<file path="config.mk">
export PLATFORM = sky130hd
export DESIGN_NAME = bcd_serial_add_ctrl
export DESIGN_NICKNAME = d
export VERILOG_FILES = /design/src/rtl/bcd_pkg.sv /design/src/rtl/bcd_digit_add.sv /design/src/rtl/bcd_serial_add_ctrl.sv
export SDC_FILE = /design/constraint.sdc
export NUM_CORES = 1
export LEC_CHECK = 0
export ABC_CLOCK_PERIOD_IN_PS = 3600
export BUFFER_PORTS_ARGS = -buffer_cell sky130_fd_sc_hd__buf_2
export CAP_MARGIN = 20
export CORE_UTILIZATION = 49
export DETAILED_ROUTE_END_ITERATION = 8
export PLACE_DENSITY_LB_ADDON = 0.1
export SLEW_MARGIN = 20
export SYNTH_ARGS = -nofsm -noshare
export SYNTH_HDL_FRONTEND = slang
export SYNTH_SLANG_ARGS = --single-unit
</file>
<file path="constraint.sdc">
create_clock -name clk -period 3.6 [get_ports clk]
set_clock_uncertainty 0.05 [all_clocks]
set_input_delay 0.72 -clock clk [delete_from_list [all_inputs] [get_ports clk]]
set_output_delay 0.72 -clock clk [all_outputs]
set_load 0.1 [all_outputs]
</file>
<file path="src/rtl/bcd_pkg.sv">
// rtl/bcd_pkg.sv - shared constants, FSM encoding and digit helper for the serial BCD adder
package bcd_pkg;

  localparam int DIGIT_W  = 4;
  localparam int BCD_MAX  = 9;
  localparam int BCD_CORR = 6;

  typedef enum logic [1:0] {
    IDLE = 2'd0,
    RUN  = 2'd1,
    DONE = 2'd2
  } state_t;

  function automatic logic digit_invalid(input logic [DIGIT_W-1:0] d);
    return d > DIGIT_W'(BCD_MAX);
  endfunction

endpackage

</file>
<file path="src/rtl/bcd_digit_add.sv">
// rtl/bcd_digit_add.sv - combinational one-digit BCD adder with decimal carry
module bcd_digit_add
  import bcd_pkg::*;
(
  input  logic [DIGIT_W-1:0] a4,
  input  logic [DIGIT_W-1:0] b4,
  input  logic               ci,
  output logic [DIGIT_W-1:0] s4,
  output logic               co
);

  logic [DIGIT_W:0] t;

  always_comb begin
    t  = {1'b0, a4} + {1'b0, b4} + {{DIGIT_W{1'b0}}, ci};
    s4 = t[DIGIT_W-1:0];
    co = 1'b0;
    // Past 9 the binary sum skips the six unused codes to wrap back into 0..9.
    if (t > (DIGIT_W + 1)'(BCD_MAX)) begin
      s4 = t[DIGIT_W-1:0] + DIGIT_W'(BCD_CORR);
      co = 1'b1;
    end
  end

endmodule

</file>
<file path="src/rtl/bcd_serial_add_ctrl.sv">
// rtl/bcd_serial_add_ctrl.sv - digit-serial BCD add sequencer; BCD_DIGIT_CHECK_EN enables invalid-digit flag
module bcd_serial_add_ctrl
  import bcd_pkg::*;
#(
  parameter int DIGITS = 4
) (
  input  logic                  clk,
  input  logic                  rst_n,
  input  logic                  start,
  input  logic [4*DIGITS-1:0]   a,
  input  logic [4*DIGITS-1:0]   b,
  input  logic                  cin,
  output logic                  busy,
  output logic                  done,
  output logic [4*DIGITS-1:0]   sum,
  output logic                  cout,
  output logic                  err
);

  localparam int W     = DIGIT_W * DIGITS;
  localparam int IDX_W = (DIGITS > 1) ? $clog2(DIGITS) : 1;
  localparam logic [IDX_W-1:0] LAST_IDX = IDX_W'(DIGITS - 1);

  state_t             state_q, state_d;
  logic [W-1:0]       a_q, b_q, sum_q;
  logic [IDX_W-1:0]   idx_q;
  logic               carry_q, cout_q, accept;
  logic [DIGIT_W-1:0] da, db, ds;
  logic               dco;

  assign da = a_q[DIGIT_W*int'(idx_q) +: DIGIT_W];
  assign db = b_q[DIGIT_W*int'(idx_q) +: DIGIT_W];

  bcd_digit_add u_digit_add (
    .a4 (da),
    .b4 (db),
    .ci (carry_q),
    .s4 (ds),
    .co (dco)
  );

  always_comb begin
    state_d = state_q;
    accept  = 1'b0;
    busy    = 1'b0;
    done    = 1'b0;
    case (state_q)
      IDLE: begin
        if (start) begin
          accept  = 1'b1;
          state_d = RUN;
        end
      end
      RUN: begin
        busy = 1'b1;
        if (idx_q == LAST_IDX) state_d = DONE;
      end
      DONE: begin
        busy    = 1'b1;
        done    = 1'b1;
        state_d = IDLE;
      end
      default: state_d = IDLE;
    endcase
  end

  always_ff @(posedge clk or negedge rst_n) begin
    if (!rst_n) begin
      state_q <= IDLE;
      a_q     <= '0;
      b_q     <= '0;
      sum_q   <= '0;
      idx_q   <= '0;
      carry_q <= 1'b0;
      cout_q  <= 1'b0;
    end else begin
      state_q <= state_d;
      if (accept) begin
        a_q     <= a;
        b_q     <= b;
        carry_q <= cin;
        idx_q   <= '0;
      end
      // sum is rewritten digit by digit; untouched digits keep the previous result.
      if (state_q == RUN) begin
        sum_q[DIGIT_W*int'(idx_q) +: DIGIT_W] <= ds;
        carry_q <= dco;
        idx_q   <= idx_q + IDX_W'(1);
        if (idx_q == LAST_IDX) cout_q <= dco;
      end
    end
  end

  assign sum  = sum_q;
  assign cout = cout_q;

`ifdef BCD_DIGIT_CHECK_EN
  logic err_q, bad_in;

  always_comb begin
    bad_in = 1'b0;
    for (int i = 0; i < DIGITS; i++) begin
      bad_in = bad_in | digit_invalid(a[DIGIT_W*i +: DIGIT_W])
                      | digit_invalid(b[DIGIT_W*i +: DIGIT_W]);
    end
  end

  always_ff @(posedge clk or negedge rst_n) begin
    if (!rst_n) err_q <= 1'b0;
    else if (accept) err_q <= bad_in;
  end

  assign err = err_q;
`else
  assign err = 1'b0;
`endif

endmodule

</file>
==> metrics.md, run 1 <==
| Metric | Value |
|---|---|
| Average wire length per cell after detail routing | around 16 um |
| Number of global-route vias before repair | roughly 1900 |
| Final global-route overflow total | 0 |
| Area of the multi-input gates | 1384 um2 |
| Final-layout fill cell count | approximately 480 |
| Routed length on met1 | ~2.7 mm |
| Final Slew Violations | 0 |
| H-tree Lvls | 2 |
| Most used cells in the layout excluding fill and tap cells | sky130_fd_sc_hd__buf_2, sky130_fd_sc_hd__dfrtp_1, sky130_fd_sc_hd__mux2_2 |
| Final worst path period share | 0.9637 |
| Maximum clock frequency | around 290 MHz |
| Detailed placer's ending HPWL | between 4 and 5 mm |
| Hold Violations, Final | 0 |
| Fraction of final layout cells sized beyond drive strength 1 | 0.4593 |
| Clock latency on the worst-skew pair | about 310 ps |
| DRC violation total after the first TritonRoute iteration | between 100 and 150 |
| Class of the worst hold path | input port to asynchronous set/reset pin |
| CTS buffer count | 5 |
| Count of final setup violators | 0 |
| TritonCTS clock tree | yes |
| Effective utilization at floorplan | 0.5069 |
| GRT Total Usage | 0.2046 |
| DRT Pass-1 Iters | 4 |
| Mean area per synthesized cell | roughly 13 um2 |
| Number of max-cap violations | 0 |
| Share of synthesized area occupied by flip-flops and latches | 0.4871 |
| Data arrival time at the worst-slack endpoint | ~3700 ps |
| P&R area growth vs syn | 18.04% |
| Cell variety after synth | 44 |
| Total routed wirelength | ~5.6 mm |
| Buffers from clock root to sink, at most | 2 |
| Worst setup slack before clock tree synthesis | 18.55 ps |
| Setup repair after global routing missed its margin | yes |
| Worst slew margin relative to its limit | 0.5544 |
| Async set-reset flop share out of synthesis | 1.000 |
| Number of synthesized flops with an enable pin | 0 |
| Area taken by flip-flops and latches | between 1000 and 1500 um2 |
| Startpoint type of the worst setup path | register |
| Remaining design rule violation count | 0 |
| First-pass GRT wire length | between 9 and 10 mm |
| Total length of routed met3 wires | roughly 200 um |
| Last weighted congestion value of the routability-driven placer | a little over 0.8 |
| Critical path required time | around 3800 ps |
| Count of antenna-violating nets left after detailed routing | 0 |
| Number of warnings reported in the yosys synthesis log | 0 |
| Area of the die | around 6000 um2 |
| Highest net fanout along the worst path | 4 |
| Port bufs | 54 |
| Average via count per standard cell | around 5.7 |
| Count of mapped cells out of synthesis | roughly 210 |
| Most used flip-flop cell after synthesis | sky130_fd_sc_hd__dfrtp_1 |
| Clk Tree Root Cell | sky130_fd_sc_hd__clkbuf_8 |
| Status | finished, final reports clean |
| Area of the placeable core | 5473 um2 |
| Kind of capture point of the worst setup path | register |
| Initial antenna violation count | 0 |
| Number of cell instances on the worst register-to-register path | 10 |
| Clock net sink count | 54 |
| Slew of the pin with the lowest slew margin | 668.4 ps |
| Hold-fix buffers, CTS | 0 |
| Die extent in x | just under 80 um |
| Met2 layer wire length in the routed design | roughly 2.6 mm |
| Net total in the final layout | roughly 320 |
| Vias post-DR | around 1900 |
| Shortest period the worst path allows | 3469 ps |
| Max layer used | met4 |
| Synthesized cell area | 2774 um2 |
| Synthesized net count | ~260 |
| Leading cell type in the layout, fill and taps excluded | sky130_fd_sc_hd__buf_2 |
| Antenna Cells | 0 |
| PostCTS Resize Cnt | 0 |
| Maximum number of pins on one net before global-route repair | 35 |
| Register bit count reported by yosys | 54 |
| Num ports | 56 |
| Die Y-Extent | around 77 um |
| Clock-pin transition on the worst setup and hold timing paths | roughly 90 ps |
| Core Rows | 27 |
| Postcts setup bufs | 0 |
| Final worst setup slack | around 130 ps |
| Type of the setup path with the least slack | register to register |
[cells in the mapped netlist, types with 2 or more instances]
master | number | share of area
sky130_fd_sc_hd__dfrtp_1 | 54 | 0.49
sky130_fd_sc_hd__mux2_2 | 33 | 0.13
sky130_fd_sc_hd__nand2_1 | 18 | 0.024
sky130_fd_sc_hd__ha_1 | 14 | 0.063
sky130_fd_sc_hd__a22o_1 | 8 | 0.025
sky130_fd_sc_hd__inv_1 | 8 | 0.011
sky130_fd_sc_hd__mux4_2 | 8 | 0.065
sky130_fd_sc_hd__clkbuf_1 | 7 | 0.0095
sky130_fd_sc_hd__a21oi_1 | 6 | 0.011
sky130_fd_sc_hd__a32o_1 | 4 | 0.014
sky130_fd_sc_hd__nor3b_1 | 4 | 0.011
sky130_fd_sc_hd__o32ai_1 | 4 | 0.013
sky130_fd_sc_hd__a211o_1 | 3 | 0.0095
sky130_fd_sc_hd__o21ai_0 | 3 | 0.0054
sky130_fd_sc_hd__a221o_1 | 2 | 0.0072
sky130_fd_sc_hd__a31oi_1 | 2 | 0.0045
sky130_fd_sc_hd__and3_4 | 2 | 0.0081
sky130_fd_sc_hd__fa_1 | 2 | 0.014
sky130_fd_sc_hd__nand3_1 | 2 | 0.0036
sky130_fd_sc_hd__nor2b_1 | 2 | 0.0045
sky130_fd_sc_hd__nor3_1 | 2 | 0.0036
sky130_fd_sc_hd__nor4_1 | 2 | 0.0045
[sequential cells by signal (all words and copies together), names as in the netlist]
signal / count
a_q: 16
b_q: 16
sum: 16
idx_q: 2
state_q: 2
carry_q: 1
cout: 1
[area by class of cell]
cell class,instances,area share
Clock buffer,8,0.03363
Tap cell,72,0.02751
Timing Repair Buffer,59,0.09400
Multi-Input combinational cell,141,0.4226
Inverter,8,0.009171
Sequential cell,54,0.4131
[metrics by stage]
stage          area, um2    util  std cells  hold WS (ps)  setup TNS [ps]
2_1_floorplan       2781       -        212         374.4               0
4_1_cts             3244  0.5928        342         403.1               0
3_3_place_gp        3134  0.5727        334         428.9               0
3_5_place_dp        3134  0.5727        334         425.9               0
5_1_grt             3274  0.5983        342         438.0          -100.0
6_report            3274  0.5983        342         384.4               0
[path summary, 6_finish.rpt]
path                          start  endpoint  slack [ps]
max                        idx_q[0]    sum[2]         130
min                           rst_n    a_q[1]         380
max reg2reg                idx_q[0]    sum[2]         130
min reg2reg                 sum[10]   sum[10]         450
max in group asynchronous     rst_n  idx_q[1]        2330
min in group clk            sum[10]   sum[10]         450
[routing by layer]
metal / GRT usage / vias up
met5: 0 / -
li1: - / 906
met1: 0.2839 / 979
met4: 0.05660 / 0
met3: 0.03571 / 6
met2: 0.3301 / 45
[cells by family (layout without fill, tap and decap cells)]
kind of cell / after synthesis / in the layout / synth area share
AO/OA/AOI/OAI: 42 / 42 / 0.1218
XOR/XNOR: 1 / 1 / 0.003158
adder cells (fa/ha/maj): 16 / 16 / 0.07758
buffers and inverters: 17 / 75 / 0.02481
flip-flops: 54 / 54 / 0.4871
multiplexers: 41 / 41 / 0.1989
other: 1 / 1 / 0.001352
AND/OR/NAND/NOR: 40 / 40 / 0.08525
[critical path, stage by stage, from the launching register on]
cell and delay [ps]:
sky130_fd_sc_hd__dfrtp_2 420, sky130_fd_sc_hd__mux4_2 530, sky130_fd_sc_hd__fa_2 400, sky130_fd_sc_hd__fa_1 500
sky130_fd_sc_hd__xnor2_2 200, sky130_fd_sc_hd__ha_1 240, sky130_fd_sc_hd__nor2b_4 220, sky130_fd_sc_hd__nor3b_2 70
sky130_fd_sc_hd__o31a_2 320, sky130_fd_sc_hd__o32ai_1 310, sky130_fd_sc_hd__a211o_1 140
Power of run 1 is left out: the tool's default activity adds up to more than one toggle a clock period on the data nets, which glitch-free logic cannot reach.
==> run 2, diff against run 1 <==
--- a/config.mk
+++ b/config.mk
@@ -6,10 +6,10 @@
 export NUM_CORES = 1
 export LEC_CHECK = 0
 export ABC_CLOCK_PERIOD_IN_PS = 3600
-export BUFFER_PORTS_ARGS = -buffer_cell sky130_fd_sc_hd__buf_2
 export CAP_MARGIN = 20
-export CORE_UTILIZATION = 49
+export CORE_UTILIZATION = 57
 export DETAILED_ROUTE_END_ITERATION = 8
+export DONT_BUFFER_PORTS = 1
 export PLACE_DENSITY_LB_ADDON = 0.1
 export SLEW_MARGIN = 20
 export SYNTH_ARGS = -nofsm -noshare
==> metrics.md, run 2 (synthesis gave the netlist of run 1 again) <==
| Metric | Value |
|---|---|
| Status | finished, final reports clean (unchanged) |
| CTS buffer count | 5 (unchanged) |
| Vias post-DR | 1761 (was 1936) |
| Maximum number of pins on one net before global-route repair | 55 (was 35) |
| Critical path required time | 3800 ps (about the same) |
| Area of the placeable core | 4692 um2 (was 5473 um2) |
| Kind of capture point of the worst setup path | register (unchanged) |
| Count of final setup violators | 0 (unchanged) |
| Average wire length per cell after detail routing | 19.10 um (was 16.34 um) |
| Data arrival time at the worst-slack endpoint | 3640 ps (was 3670 ps) |
| Maximum clock frequency | 290.1 MHz (was 288.2 MHz) |
| Shortest period the worst path allows | 3447 ps (was 3469 ps) |
| Dpl cells | 262 (was 334) |
| DRT Pass-1 Iters | 4 (unchanged) |
| Clock latency on the worst-skew pair | 300 ps (was 310 ps) |
| Total routed wirelength | 5.156 mm (was 5.589 mm) |
| P&R area growth vs syn | 6.811% (was 18.04%) |
| Delay of the slowest cell on the worst path | 530 ps (about the same) |
| Final Instance Count excl. Fillers | 270 (was 342) |
| Postcts setup bufs | 0 (unchanged) |
| Buffer and inverter count on the worst path | 1 (was 0) |
| Startpoint type of the worst setup path | register (unchanged) |
| Kind of cell adding the most delay to the critical path | adder cells (unchanged) |
| Port bufs | 0 (was 54) |
| Number of gates on the worst path with buffers counted | 10 (unchanged) |
| Hold Violations, Final | 0 (unchanged) |
| Most used cells in the layout excluding fill and tap cells | sky130_fd_sc_hd__dfrtp_1, sky130_fd_sc_hd__mux2_2, sky130_fd_sc_hd__nand2_1 (was sky130_fd_sc_hd__buf_2, sky130_fd_sc_hd__dfrtp_1, sky130_fd_sc_hd__mux2_2) |
| Critical path, cell by cell | mux4_2, fa_2, fa_2, inv_1, ha_1, nor2b_2, nor3b_2, o31a_2, o32ai_1, a211o_1 (was mux4_2, fa_2, fa_1, xnor2_2, ha_1, nor2b_4, nor3b_2, o31a_2, o32ai_1, a211o_1) |
| Die Y-Extent | 71.76 um (was 77.24 um) |
| Net total in the final layout | 267 (was 321) |
| Slew of the pin with the lowest slew margin | 973.1 ps (was 668.4 ps) |
| Final Slew Violations | 0 (unchanged) |
| Clock net sink count | 54 (unchanged) |
| Last weighted congestion value of the routability-driven placer | 0.8403 (was 0.8300) |
| Highest net fanout along the worst path | 4 (unchanged) |
| Initial antenna violation count | 0 (unchanged) |
| Die extent in x | 71.76 um (was 77.24 um) |
| Final global-route overflow total | 0 (unchanged) |
| TritonCTS clock tree | yes (unchanged) |
| Average via count per standard cell | 6.522 (was 5.661) |
| Buffers from clock root to sink, at most | 2 (unchanged) |
| Core Rows | 25 (was 27) |
| Setup repair after global routing missed its margin | no (was yes) |
| Antenna Cells | 0 (unchanged) |
| H-tree Lvls | 2 (unchanged) |
| Clk Tree Root Cell | sky130_fd_sc_hd__clkbuf_8 (unchanged) |
| Leading cell type in the layout, fill and taps excluded | sky130_fd_sc_hd__dfrtp_1 (was sky130_fd_sc_hd__buf_2) |
| Area of the die | 5150 um2 (was 5966 um2) |
| Fraction of final layout cells sized beyond drive strength 1 | 0.3287 (was 0.4593) |
| Num ports | 56 (unchanged) |
| Final worst path period share | 0.9576 (was 0.9637) |
| Number of max-cap violations | 0 (unchanged) |
| Remaining design rule violation count | 0 (unchanged) |
| Critical path's most frequent cell | sky130_fd_sc_hd__fa_2 |
| Number of global-route vias before repair | 1818 (was 1916) |
| Crit path max-delay cell type | sky130_fd_sc_hd__mux4_2 (unchanged) |
| Setup tns final | 0 ps (unchanged) |
| GRT Total Usage | 0.2180 (was 0.2046) |
| Count of antenna-violating nets left after detailed routing | 0 (unchanged) |
| First-pass GRT wire length | 8.397 mm (was 9.446 mm) |
| Worst slew margin relative to its limit | 0.3529 (was 0.5544) |
| DRC violation total after the first TritonRoute iteration | 74 (was 115) |
| Class of the worst hold path | input port to asynchronous set/reset pin (unchanged) |
| Number of cell instances on the worst register-to-register path | 10 (unchanged) |
| Clock-pin transition on the worst setup and hold timing paths | 100 ps (was 90 ps) |
| Detailed placer's ending HPWL | 3.854 mm (was 4.125 mm) |
| Type of the setup path with the least slack | register to register (unchanged) |
| Effective utilization at floorplan | 0.5912 (was 0.5069) |
## run 2: cell count changes in the layout (fill, tap and decap cells not counted), sizes merged
| cell | change |
|---|---|
| buf | -54 |
| clkbuf | -3 |
| clkinvlp | +1 |
| inv | +1 |
| clkinv | +1 |
## run 2: layer usage
metal  track usage  part of all wire  wire, um  vias up
met1        0.2535              0.41      2104      894
met4        0.1046             0.030       153        0
li1              -                 -         -      799
met5             0                 0         0        -
met3       0.07736             0.069       356       13
met2        0.3606              0.49      2541       55
## run 2: path summary, 6_finish.rpt
check | start | to | slack (ps)
setup / recovery | idx_q[0] | sum[10] | 150
setup reg to reg | idx_q[0] | sum[10] | 150
max in group asynchronous | rst_n | idx_q[0] | 3350
hold / removal | rst_n | sum[15] | 50
hold reg to reg | b_q[14] | b_q[14] | 460
min in group clk | b_q[14] | b_q[14] | 460
## run 2: what timing repair did
item / in CTS / in global routing
endpoints found under the hold margin: 0 / 0
setup endpoints to repair: 2 / 8
resized for setup: 1 / 5
pin swaps: 0 / 1
hold buffers: 0 / 0
## run 2: area by class of cell
class                   count  area (um2)
repair buffers              5       37.54
flip-flops and latches     54        1353
clock buffers               5       68.82
multi-input cells         141        1381
inverters                   8       30.03
fillers                   365        1729
well taps                  54       67.56
clock inverters             3       25.02
## run 2: stage by stage
step | worst slack [ps] | instance area [um2] | hold WS, ps | utilization
final | 152.8 | 2963 | 45.80 | 0.6315
after global routing | 1.911 | 2963 | 14.54 | 0.6315
after CTS | 47.30 | 2938 | 34.62 | 0.6261
after detailed placement | 4.750 | 2841 | 375.4 | 0.6056
after global placement | 164.3 | 2841 | 375.4 | 0.6056
after floorplan | 59.01 | 2781 | 374.4 | -
Power of run 2 is left out for the same reason.
==> run 3, diff against run 2 <==
--- a/config.mk
+++ b/config.mk
@@ -10,6 +10,7 @@
 export CORE_UTILIZATION = 57
 export DETAILED_ROUTE_END_ITERATION = 8
 export DONT_BUFFER_PORTS = 1
+export GPL_TIMING_DRIVEN = 0
 export PLACE_DENSITY_LB_ADDON = 0.1
 export SLEW_MARGIN = 20
 export SYNTH_ARGS = -nofsm -noshare
==> metrics.md, run 3 (synthesis gave the netlist of run 1 again) <==
| Metric | Value |
|---|---|
| Kind of capture point of the worst setup path | register (unchanged) |
| P&R area growth vs syn | 9.562% (was 6.811%) |
| Hold-fix buffers, CTS | 0 (unchanged) |
| Final worst path period share | 0.9706 (was 0.9576) |
| Clock-pin transition on the worst setup and hold timing paths | 100 ps (about the same) |
| Critical path's most frequent cell | sky130_fd_sc_hd__fa_2 (unchanged) |
| Num ports | 56 (unchanged) |
| DRC violation total after the first TritonRoute iteration | 102 (was 74) |
| First-pass GRT wire length | 8.728 mm (was 8.397 mm) |
| Crit path max-delay cell type | sky130_fd_sc_hd__fa_2 (was sky130_fd_sc_hd__mux4_2) |
| Last weighted congestion value of the routability-driven placer | 0.8258 (was 0.8403) |
| Antenna Cells | 0 (unchanged) |
| Critical path required time | 3760 ps (was 3800 ps) |
| Buffer and inverter count on the worst path | 2 (was 1) |
| Count of final setup violators | 0 (unchanged) |
| Crit. Startpoint | idx_q[0] (unchanged) |
| CTS buffer count | 5 (unchanged) |
| Most used cells in the layout excluding fill and tap cells | sky130_fd_sc_hd__dfrtp_1, sky130_fd_sc_hd__mux2_2, sky130_fd_sc_hd__nand2_1 (unchanged) |
| Vias post-DR | 1790 (was 1761) |
| Shortest period the worst path allows | 3494 ps (was 3447 ps) |
| Detailed placer's ending HPWL | 3.976 mm (was 3.854 mm) |
| Number of cell instances on the worst register-to-register path | 11 (was 10) |
| Class of the worst hold path | input port to asynchronous set/reset pin (unchanged) |
| Critical path, cell by cell | buf_12, mux4_2, fa_2, fa_2, inv_2, ha_2, nor2b_4, o311ai_1, o31a_2, o32ai_1, a221o_1 (was mux4_2, fa_2, fa_2, inv_1, ha_1, nor2b_2, nor3b_2, o31a_2, o32ai_1, a211o_1) |
| Worst R2R End | sum[6] (was sum[10]) |
| Startpoint type of the worst setup path | register (unchanged) |
| Worst slew margin relative to its limit | 0.3503 (was 0.3529) |
| Status | finished, final reports clean (unchanged) |
| Hold Violations, Final | 0 (unchanged) |
| Effective utilization at floorplan | 0.5912 (unchanged) |
| Delay of the slowest cell on the worst path | 580 ps (was 530 ps) |
| DRT Pass-1 Iters | 4 (unchanged) |
| Worst flop-to-flop path startpoint | idx_q[0] (unchanged) |
| Count of antenna-violating nets left after detailed routing | 0 (unchanged) |
| Area taken by flip-flops and latches | 1353 um2 (unchanged) |
| Remaining design rule violation count | 0 (unchanged) |
| Clk Tree Root Cell | sky130_fd_sc_hd__clkbuf_8 (unchanged) |
| Final non-filler cell area | 3039 um2 (was 2963 um2) |
| Core Rows | 25 (unchanged) |
| Area of the die | 5150 um2 (unchanged) |
| Clock latency on the worst-skew pair | 310 ps (was 300 ps) |
| Maximum clock frequency | 286.2 MHz (was 290.1 MHz) |
| Type of the setup path with the least slack | register to register (unchanged) |
| Die extent in x | 71.76 um (unchanged) |
| H-tree Lvls | 2 (unchanged) |
| Flop2flop setup slack | 110 ps (was 150 ps) |
| Total routed wirelength | 5.379 mm (was 5.156 mm) |
| Average wire length per cell after detail routing | 19.21 um (was 19.10 um) |
| Slew of the pin with the lowest slew margin | 977.0 ps (was 973.1 ps) |
| Leading cell type in the layout, fill and taps excluded | sky130_fd_sc_hd__dfrtp_1 (unchanged) |
| Kind of cell adding the most delay to the critical path | adder cells (unchanged) |
| Final Slew Violations | 0 (unchanged) |
| Clock net sink count | 54 (unchanged) |
| Number of global-route vias before repair | 1815 (was 1818) |
| Buffers from clock root to sink, at most | 2 (unchanged) |
| Port bufs | 0 (unchanged) |
| Die Y-Extent | 71.76 um (unchanged) |
| Area of the placeable core | 4692 um2 (unchanged) |
| Area of the multi-input gates | 1393 um2 (was 1381 um2) |
| Highest net fanout along the worst path | 6 (was 4) |
| Final-layout fill cell count | 362 (was 365) |
| Maximum number of pins on one net before global-route repair | 55 (unchanged) |
| Net total in the final layout | 277 (was 267) |
| Data arrival time at the worst-slack endpoint | 3650 ps (was 3640 ps) |
| Number of max-cap violations | 0 (unchanged) |
| Final worst hold slack | 33.84 ps (was 45.80 ps) |
| Final global-route overflow total | 0 (unchanged) |
| Fraction of final layout cells sized beyond drive strength 1 | 0.3363 (was 0.3287) |
| Average via count per standard cell | 6.393 (was 6.522) |
| TritonCTS clock tree | yes (unchanged) |
| Instance area at placement | 2849 um2 (was 2841 um2) |
| Initial antenna violation count | 0 (unchanged) |
| GRT Total Usage | 0.2229 (was 0.2180) |
run 3: changes by cell type in the layout (fill, tap and decap cells not counted), sizes merged:
cell / before / now
clkbuf: 5 / 11
buf: 5 / 9
run 3: cell type report:
class | instances | area share
Clock inverter | 3 | 0.008234
Sequential cell | 54 | 0.4450
Timing Repair Buffer | 6 | 0.01482
Buffer | 9 | 0.01894
Tap cell | 54 | 0.02223
Inverter | 8 | 0.009881
Clock buffer | 5 | 0.02264
Multi-Input combinational cell | 141 | 0.4582
run 3: worst max-delay path by stage:
stage	to	slack [ps]	depth (start not counted)
2_1_floorplan	sum[14]	60	11
3_3_place_gp	sum[10]	-360	11
3_5_place_dp	sum[14]	-540	11
4_1_cts	sum[14]	10	11
5_1_grt	sum[2]	-5	11
6_report	sum[6]	110	11
run 3: routing by layer:
metal	vias to the layer above	wire [um]	share of wire	global-route usage
met2	61	2739	0.51	0.3742
met1	896	2203	0.41	0.2621
li1	824	-	-	-
met4	0	103	0.019	0.09150
met5	-	0	0	0
met3	9	333	0.062	0.07736
run 3: worst register-to-register path: cells and delay by family (launching register included):
family | cells | cell delay [ps]
adder cells (fa/ha/maj) | 3 | 1170
AO/OA/AOI/OAI | 4 | 900
multiplexers | 1 | 540
flip-flops | 1 | 400
buffers and inverters | 2 | 180
AND/OR/NAND/NOR | 1 | 140
run 3: metrics by stage:
stage | setup TNS (ps) | setup WS [ps] | utilization | cells
CTS | 0 | 12.72 | 0.6389 | 277
detailed placement | -4251 | -535.6 | 0.6072 | 266
global route | -5.465 | -5.465 | 0.6477 | 280
finish | 0 | 106.0 | 0.6477 | 280
floorplan | 0 | 59.01 | - | 212
global placement | -2429 | -359.3 | 0.6072 | 266
run 3: what timing repair did:
item / 4_1_cts / 5_1_grt
pin swaps: 2 / 1
endpoints found under the setup margin: 10 / 8
buffers inserted: 3 / 3
gates resized for setup: 9 / 5
Power of run 3 is left out for the same reason.
